### config.mk
export PLATFORM = sky130hd
export DESIGN_NAME = ycr_mcore_mem_arb
export DESIGN_NICKNAME = d
export VERILOG_FILES = /design/src/rtl/ycr_mcore_mem_arb.sv
export SDC_FILE = /design/constraint.sdc
export NUM_CORES = 1
export LEC_CHECK = 0
export CORE_AREA = 3 3 208 210
export DETAILED_ROUTE_END_ITERATION = 10
export DIE_AREA = 0 0 211 213
export SYNTH_ARGS = -nofsm -noshare
export SYNTH_HDL_FRONTEND = slang
export SYNTH_SLANG_ARGS = --single-unit
### constraint.sdc
create_clock -name clk -period 3.5 [get_ports clk]
set_clock_uncertainty 0.05 [all_clocks]
set_input_delay 0.525 -clock clk [delete_from_list [all_inputs] [get_ports clk]]
set_output_delay 0.525 -clock clk [all_outputs]
set_load 0.02 [all_outputs]
### src/rtl/ycr_mcore_mem_arb.sv
// Round-robin arbiter sharing one ycr memory slave port among NREQ masters.
// Ports: clk/rst, per-master m_* request/response buses, muxed s_* slave bus, gnt_id/busy/tmo_err status.
module ycr_mcore_mem_arb #(
  parameter int NREQ = 4,
  parameter int AW   = 32,
  parameter int DW   = 32,
  parameter int BW   = 3,
  parameter int TMO  = 255
) (
  input  logic                       clk,
  input  logic                       rst,
  input  logic [NREQ-1:0]            m_req,
  output logic [NREQ-1:0]            m_req_ack,
  input  logic [NREQ-1:0]            m_cmd,
  input  logic [2*NREQ-1:0]          m_width,
  input  logic [AW*NREQ-1:0]         m_addr,
  input  logic [BW*NREQ-1:0]         m_bl,
  input  logic [DW*NREQ-1:0]         m_wdata,
  output logic [DW*NREQ-1:0]         m_rdata,
  output logic [2*NREQ-1:0]          m_resp,
  output logic                       s_req,
  input  logic                       s_req_ack,
  output logic                       s_cmd,
  output logic [1:0]                 s_width,
  output logic [AW-1:0]              s_addr,
  output logic [BW-1:0]              s_bl,
  output logic [DW-1:0]              s_wdata,
  input  logic [DW-1:0]              s_rdata,
  input  logic [1:0]                 s_resp,
  output logic [$clog2(NREQ)-1:0]    gnt_id,
  output logic                       busy,
  output logic                       tmo_err
);

  localparam int GW = $clog2(NREQ);
  localparam int TW = (TMO < 2) ? 1 : $clog2(TMO);

  localparam logic [1:0] RSP_NOTRDY = 2'b00;
  localparam logic [1:0] RSP_ER     = 2'b10;

  typedef enum logic [1:0] {
    ST_IDLE,
    ST_REQ,
    ST_RESP
  } state_t;

  state_t        r_state;
  state_t        w_state_nxt;
  logic [GW-1:0] r_gnt;
  logic [GW-1:0] w_gnt_nxt;
  logic [GW-1:0] r_last;
  logic [GW-1:0] w_last_nxt;
  logic [BW-1:0] r_cnt;
  logic [BW-1:0] w_cnt_nxt;
  logic [TW-1:0] r_wd;
  logic [TW-1:0] w_wd_nxt;
  logic          r_tmo;
  logic          w_tmo_set;

  logic [GW-1:0] w_sel;
  logic [GW-1:0] w_idx;
  logic          w_any;

  logic          w_g_req;
  logic          w_g_cmd;
  logic [1:0]    w_g_width;
  logic [AW-1:0] w_g_addr;
  logic [BW-1:0] w_g_bl;
  logic [BW-1:0] w_g_bl_eff;
  logic [DW-1:0] w_g_wdata;
  logic          w_wd_hit;

  // Round-robin scan starting just after the last accepted master.
  always_comb begin
    w_sel = '0;
    w_idx = '0;
    w_any = 1'b0;
    for (int i = 1; i <= NREQ; i++) begin
      w_idx = GW'((int'(r_last) + i) % NREQ);
      if (!w_any && m_req[w_idx]) begin
        w_sel = w_idx;
        w_any = 1'b1;
      end
    end
  end

  assign w_g_req    = m_req[r_gnt];
  assign w_g_cmd    = m_cmd[r_gnt];
  assign w_g_width  = m_width[int'(r_gnt)*2 +: 2];
  assign w_g_addr   = m_addr[int'(r_gnt)*AW +: AW];
  assign w_g_bl     = m_bl[int'(r_gnt)*BW +: BW];
  assign w_g_wdata  = m_wdata[int'(r_gnt)*DW +: DW];
  assign w_g_bl_eff = (w_g_bl == '0) ? BW'(1) : w_g_bl;
  assign w_wd_hit   = (TMO != 0) && (r_wd == TW'(TMO - 1));

  always_comb begin
    w_state_nxt = r_state;
    w_gnt_nxt   = r_gnt;
    w_last_nxt  = r_last;
    w_cnt_nxt   = r_cnt;
    w_wd_nxt    = r_wd;
    w_tmo_set   = 1'b0;
    s_req       = 1'b0;
    s_cmd       = 1'b0;
    s_width     = '0;
    s_addr      = '0;
    s_bl        = '0;
    s_wdata     = '0;
    m_req_ack   = '0;
    m_resp      = '0;
    m_rdata     = '0;
    unique case (r_state)
      ST_IDLE: begin
        if (w_any) begin
          w_gnt_nxt   = w_sel;
          w_state_nxt = ST_REQ;
        end
      end
      ST_REQ: begin
        s_req            = w_g_req;
        s_cmd            = w_g_cmd;
        s_width          = w_g_width;
        s_addr           = w_g_addr;
        s_bl             = w_g_bl;
        s_wdata          = w_g_wdata;
        m_req_ack[r_gnt] = s_req_ack;
        if (!w_g_req) begin
          // Master withdrew before acceptance: drop it, keep priority.
          w_state_nxt = ST_IDLE;
        end else if (s_req_ack) begin
          w_last_nxt  = r_gnt;
          w_cnt_nxt   = w_g_cmd ? BW'(1) : w_g_bl_eff;
          w_wd_nxt    = '0;
          w_state_nxt = ST_RESP;
        end
      end
      ST_RESP: begin
        m_resp[int'(r_gnt)*2 +: 2]   = s_resp;
        m_rdata[int'(r_gnt)*DW +: DW] = s_rdata;
        if (s_resp != RSP_NOTRDY) begin
          w_cnt_nxt = r_cnt - BW'(1);
          w_wd_nxt  = '0;
          if (r_cnt == BW'(1) || s_resp == RSP_ER) begin
            w_state_nxt = ST_IDLE;
          end
        end else if (TMO != 0) begin
          if (w_wd_hit) begin
            m_resp[int'(r_gnt)*2 +: 2] = RSP_ER;
            w_tmo_set   = 1'b1;
            w_state_nxt = ST_IDLE;
          end else begin
            w_wd_nxt = r_wd + TW'(1);
          end
        end
      end
      default: w_state_nxt = ST_IDLE;
    endcase
  end

  always_ff @(posedge clk or posedge rst) begin
    if (rst) begin
      r_state <= ST_IDLE;
      r_gnt   <= '0;
      r_last  <= GW'(NREQ - 1);
      r_cnt   <= '0;
      r_wd    <= '0;
      r_tmo   <= 1'b0;
    end else begin
      r_state <= w_state_nxt;
      r_gnt   <= w_gnt_nxt;
      r_last  <= w_last_nxt;
      r_cnt   <= w_cnt_nxt;
      r_wd    <= w_wd_nxt;
      r_tmo   <= r_tmo | w_tmo_set;
    end
  end

  assign gnt_id  = r_gnt;
  assign busy    = (r_state != ST_IDLE);
  assign tmo_err = r_tmo;

endmodule

== After elaboration in Yosys (flattened, before gate mapping) ==
Cells that the tools add are included.
Widths: inputs -> output; s select.
Word-level totals
  output and inout port bits: 215
  flip-flop bits (word level): 18
  logic and storage cells: 120
Cells by class
  shift operators: 9
  $lt $le $gt $ge: 6
  equal/unequal tests: 13
  reductions and logical operators: 18
  bitwise operators: 4
  $add $sub $neg: 8
  multiplexer cells: 55
  multiply operators: 1
Operators with widths (count)
  $shiftx 128x8->32: 2
  $and 128x128->128: 1
  $mux 128: 1
  $shift 32x33->128 const A: 1
  $shiftx 32x33->128: 1
  $mux 32: 2
  $mux 8: 7
  $neg 3->33: 1
  $neg 7->33: 1
  $shift 2x33->8 const A: 1
  $shiftx 2x33->8: 1
  $shiftx 2x33->8 const A: 1
  $mux 2: 11
  $mux 3: 6
  $mux 1: 16
  $pmux 8 s2: 1
  $lt 2x3->1 const B: 5
  $bmux 1 s2: 6
  $ne 3x3->1 const B: 4
  $reduce_and 4->1: 3
  $shiftx 12x5->3: 1
  $add 8x1->8 const B: 1
  $and 8x8->8: 1
  $bwmux 8: 1
  25 further kinds: 38

== Longest topological paths before layout ==
Gate-level depths: netlist (run 1).
  word-level depth: 15
  gate-level depth with buffers: 9

== Worst setup path before layout (run 1) ==
No wires, ideal clock.
  path kind: register -> output
  from: reg r_gnt[1] (netlist: gnt_id[1])
  to: out m_rdata[10]
  required time: 2925 ps
  data arrival time: 2560 ps
  stages on the path, launching flop included: 8
  path slack: 365 ps
  path through: dfrtp_1 > clkbuf_1 > clkbuf_1 > inv_1 > ha_1 > nor4b_2 > clkbuf_1 > and2_1
Between the ends
  longest elaborated chain between the ends: 4
RTL lines
  from (decl): line 49  | logic [GW-1:0] r_gnt;
  from (signal assigned): line 170  | r_gnt <= w_gnt_nxt;
  $neg 7->33 *: line 139  | m_rdata[int'(r_gnt)*DW +: DW] = s_rdata;
  $shiftx 32x33->128 or $shift 32x33->128 (tied branches): line 139
  $and 128x128->128 (no line) *
  $mux 128 *: line 112  | unique case (r_state)
  to (decl): line 19  | output logic [DW*NREQ-1:0] m_rdata,
Mark *: on every way between the ends. The rest lies on a longest branch, timed or not.

== Final worst setup path (run 1) ==
  from: reg r_gnt[0] (netlist: gnt_id[0])
  to: out m_rdata[102]
Same word-level chain as after synthesis.

==> results of run 1 <==
[registers in the layout (all words and copies together), names as in the netlist]
signal   cells
tmo_err      1
r_state      2
r_wd         8
r_cnt        3
gnt_id       2
r_last       2
[power by group through the flow]
stage / sequential [mW] / combinational, mW / clock [mW]
after floorplan: 0.344 / 2.55 / 0
after global placement: 0.345 / 4.80 / 0
after detailed placement: 0.344 / 4.84 / 0
after CTS: 0.341 / 4.85 / 0.259
after global routing: 0.351 / 5.01 / 0.271
final: 0.343 / 4.72 / 0.254
[layer usage]
layer	part of all wire (%)	vias up	GRT usage [%]
li1	-	2689	-
met4	0.46	4	0.785
met5	0.090	-	0
met1	38	2770	14.4
met2	55	261	24.1
met3	6.2	17	2.67
[cell usage in the layout, fill, tap and decap left out, types with 8 or more instances in the layout]
| cell | synthesis | routed |
|---|---|---|
| inv_1 | 10 | 10 |
| nand2_1 | 14 | 14 |
| ha_1 | 9 | 9 |
| mux4_2 | 71 | 71 |
| nor2_1 | 8 | 8 |
| clkdlybuf4s50_1 | 0 | 529 |
| a21oi_1 | 8 | 8 |
| and2_1 | 201 | 201 |
| o21ai_0 | 11 | 11 |
| dfrtp_1 | 16 | 14 |
| buf_4 | 2 | 15 |
[worst max-delay path by stage]
stage / to / cells after the start
after detailed placement: s_bl[0] / 4
final: m_rdata[102] / 6
after global placement: s_bl[0] / 4
after floorplan: m_rdata[10] / 7
after CTS: m_rdata[102] / 6
after global routing: m_rdata[105] / 7
[critical path: stages, from the launching register on]
cell and delay, ns:
dfrtp_4 0.50, inv_1 0.16, ha_1 0.33, nor4_4 0.28, buf_4 0.35, and2_1 0.19, clkdlybuf4s50_1 0.61
[logic make-up after synthesis]
group / share of synthesized area (%)
AND/OR/NAND/NOR: 37.2
flip-flops: 10.5
multiplexers: 37.7
AO/OA/AOI/OAI: 6.80
buffers and inverters: 5.32
adder cells (fa/ha/maj): 2.60
[final cells by class]
class	count	area, um^2
antenna	2	5.00
clock buffer	4	88.8
fill	4442	31300
inverter	10	37.5
multi-input combinational	388	3660
sequential	18	460
tap	539	674
timing repair buffer	550	5530
[through the flow]
stage	std cells	worst slack, ns	power [mW]
finish	1511	0.232	5.31
global route	1510	0.107	5.63
CTS	1509	0.228	5.45
detailed placement	1505	0.499	5.18
global placement	1505	0.497	5.15
floorplan	459	0.365	2.89
==> results.toml, run 1 <==
[status]
status = "finished clean"

[yosys]
ys_warn_count = 0
syn-instance-count = 459
synth-edff-count = 0
avgSynthCellArea_um2 = 9.43
syn-num-nets = 789
synthTopCellsByCount = "and2_1 (201), mux4_2 (71), clkbuf_1 (27), dfrtp_1 (16), nand2_1 (14)"
ys_ff_latch = 18
yosys.cell_types.count = 42
synth.cell_area_mm2 = 0.00433
yosys_most_used_dff = "dfrtp_1"
synthTopCellsByArea = "mux4_2 (37%), and2_1 (29%), dfrtp_1 (9.3%)"
yosys.area.top_type = "mux4_2"
post-synth-top-count-cell = "and2_1"
synth_top_area_share_pct = 37.0
async_flop_share_pct = 100
ys_seq_area_share_pct = 10.5

[detailed_routing]
wl_per_cell_um = 19.9
viasPerCell = 3.80
drc_errors = 0
vias = 5741
postRouteAntennaNets = 0
dr.pass1.iters = 4
wirelength_um = 30100
drt_iter0_drc = 274

[critical_path]
reg2reg_from = "gnt_id[1]"
critPathKind = "reg2out"
r2r_end = "r_cnt[2]"
cp.arrival_ns = 2.69
end_kind = "primary output"
cp_data_required_time_ns = 2.92
reg2reg_slack_ns = 1.00
startpoint = "gnt_id[0]"
reg2regPathDepth = 5
start_kind = "register"
cp_max_fo = 34

[global_route]
antenna_found_initial = 4
grt_pass1_vias = 5875
overflow = 0
grt_max_degree = 79
grt_pass1_wl_um = 41200
track_usage_pct = 12.3

[timing]
worstMarginPinSlew_ns = 0.716
slew_viol_final = 0
setup_violations = 0
period_needed_ns = 3.27
finalCritPeriodShare_pct = 93.4
rsz0062_at_grt = "false"
maxClockFrequency_mhz = 306
slew_headroom_pct = 52.2
hold_ws_ns = 0.413
tns_ns = 0
finalHoldViolCount = 0

[clock_tree]
cts_buffer_depth = 2
cts.sinks = 18
clock_latency_ns = 0.25
htreeDepth = 1
path_clk_slew_ns = 0.05
cts_tree = "done"
numCtsBuffers = 3
post_cts_buffers = 0
hold_buffers = 0
cts-resized-gates = 0
root_buffer = "clkbuf_16"

[power_and_ir_drop]
p_leak_nw = 3.79
p_int_mw = 2.80
combPwrFrac_pct = 88.8
power_frac_clock_pct = 4.8
power.switching_mw = 2.51
power_density_mw_per_mm2 = 508
ir_drop_v = 0.000317
p_seq_share_pct = 6.5
swShare_pct = 47.2

[min_path]
holdCritStartpoint = "tmo_err"
whs_path_depth = 1
hold_end = "tmo_err"
hp-class = "reg2reg"

[placement]
dp_hpwl_um = 26800
port_buffers = 535
place_congestion = 0.880
post_dp_cell_area_mm2 = 0.0104

[floorplan]
fp-row-count = 75
core_mm2 = 0.0418
die_area_mm2 = 0.0449
start_util_pct = 10.4
die-width_um = 211
die_h_um = 213
pin_count = 536

[finish]
fin_area_mm2 = 0.0105
area_growth_pct = 142
final_core_utilization_pct = 25.0
nets = 1301
drive_above_1_share_pct = 10.8

[flow_run]
cap_viol_max_count = 0
Note: power is estimated with default switching activity, not from simulation.
==> run 2, diff against run 1 <==
--- a/config.mk
+++ b/config.mk
@@ -6,8 +6,10 @@
 export NUM_CORES = 1
 export LEC_CHECK = 0
 export CORE_AREA = 3 3 208 210
+export CTS_CLUSTER_SIZE = 30
 export DETAILED_ROUTE_END_ITERATION = 10
 export DIE_AREA = 0 0 211 213
 export SYNTH_ARGS = -nofsm -noshare
 export SYNTH_HDL_FRONTEND = slang
 export SYNTH_SLANG_ARGS = --single-unit
+export TNS_END_PERCENT = 1
==> results of run 2 <==
Same layout as run 1: the final DEF is identical, and so are final timing and power.
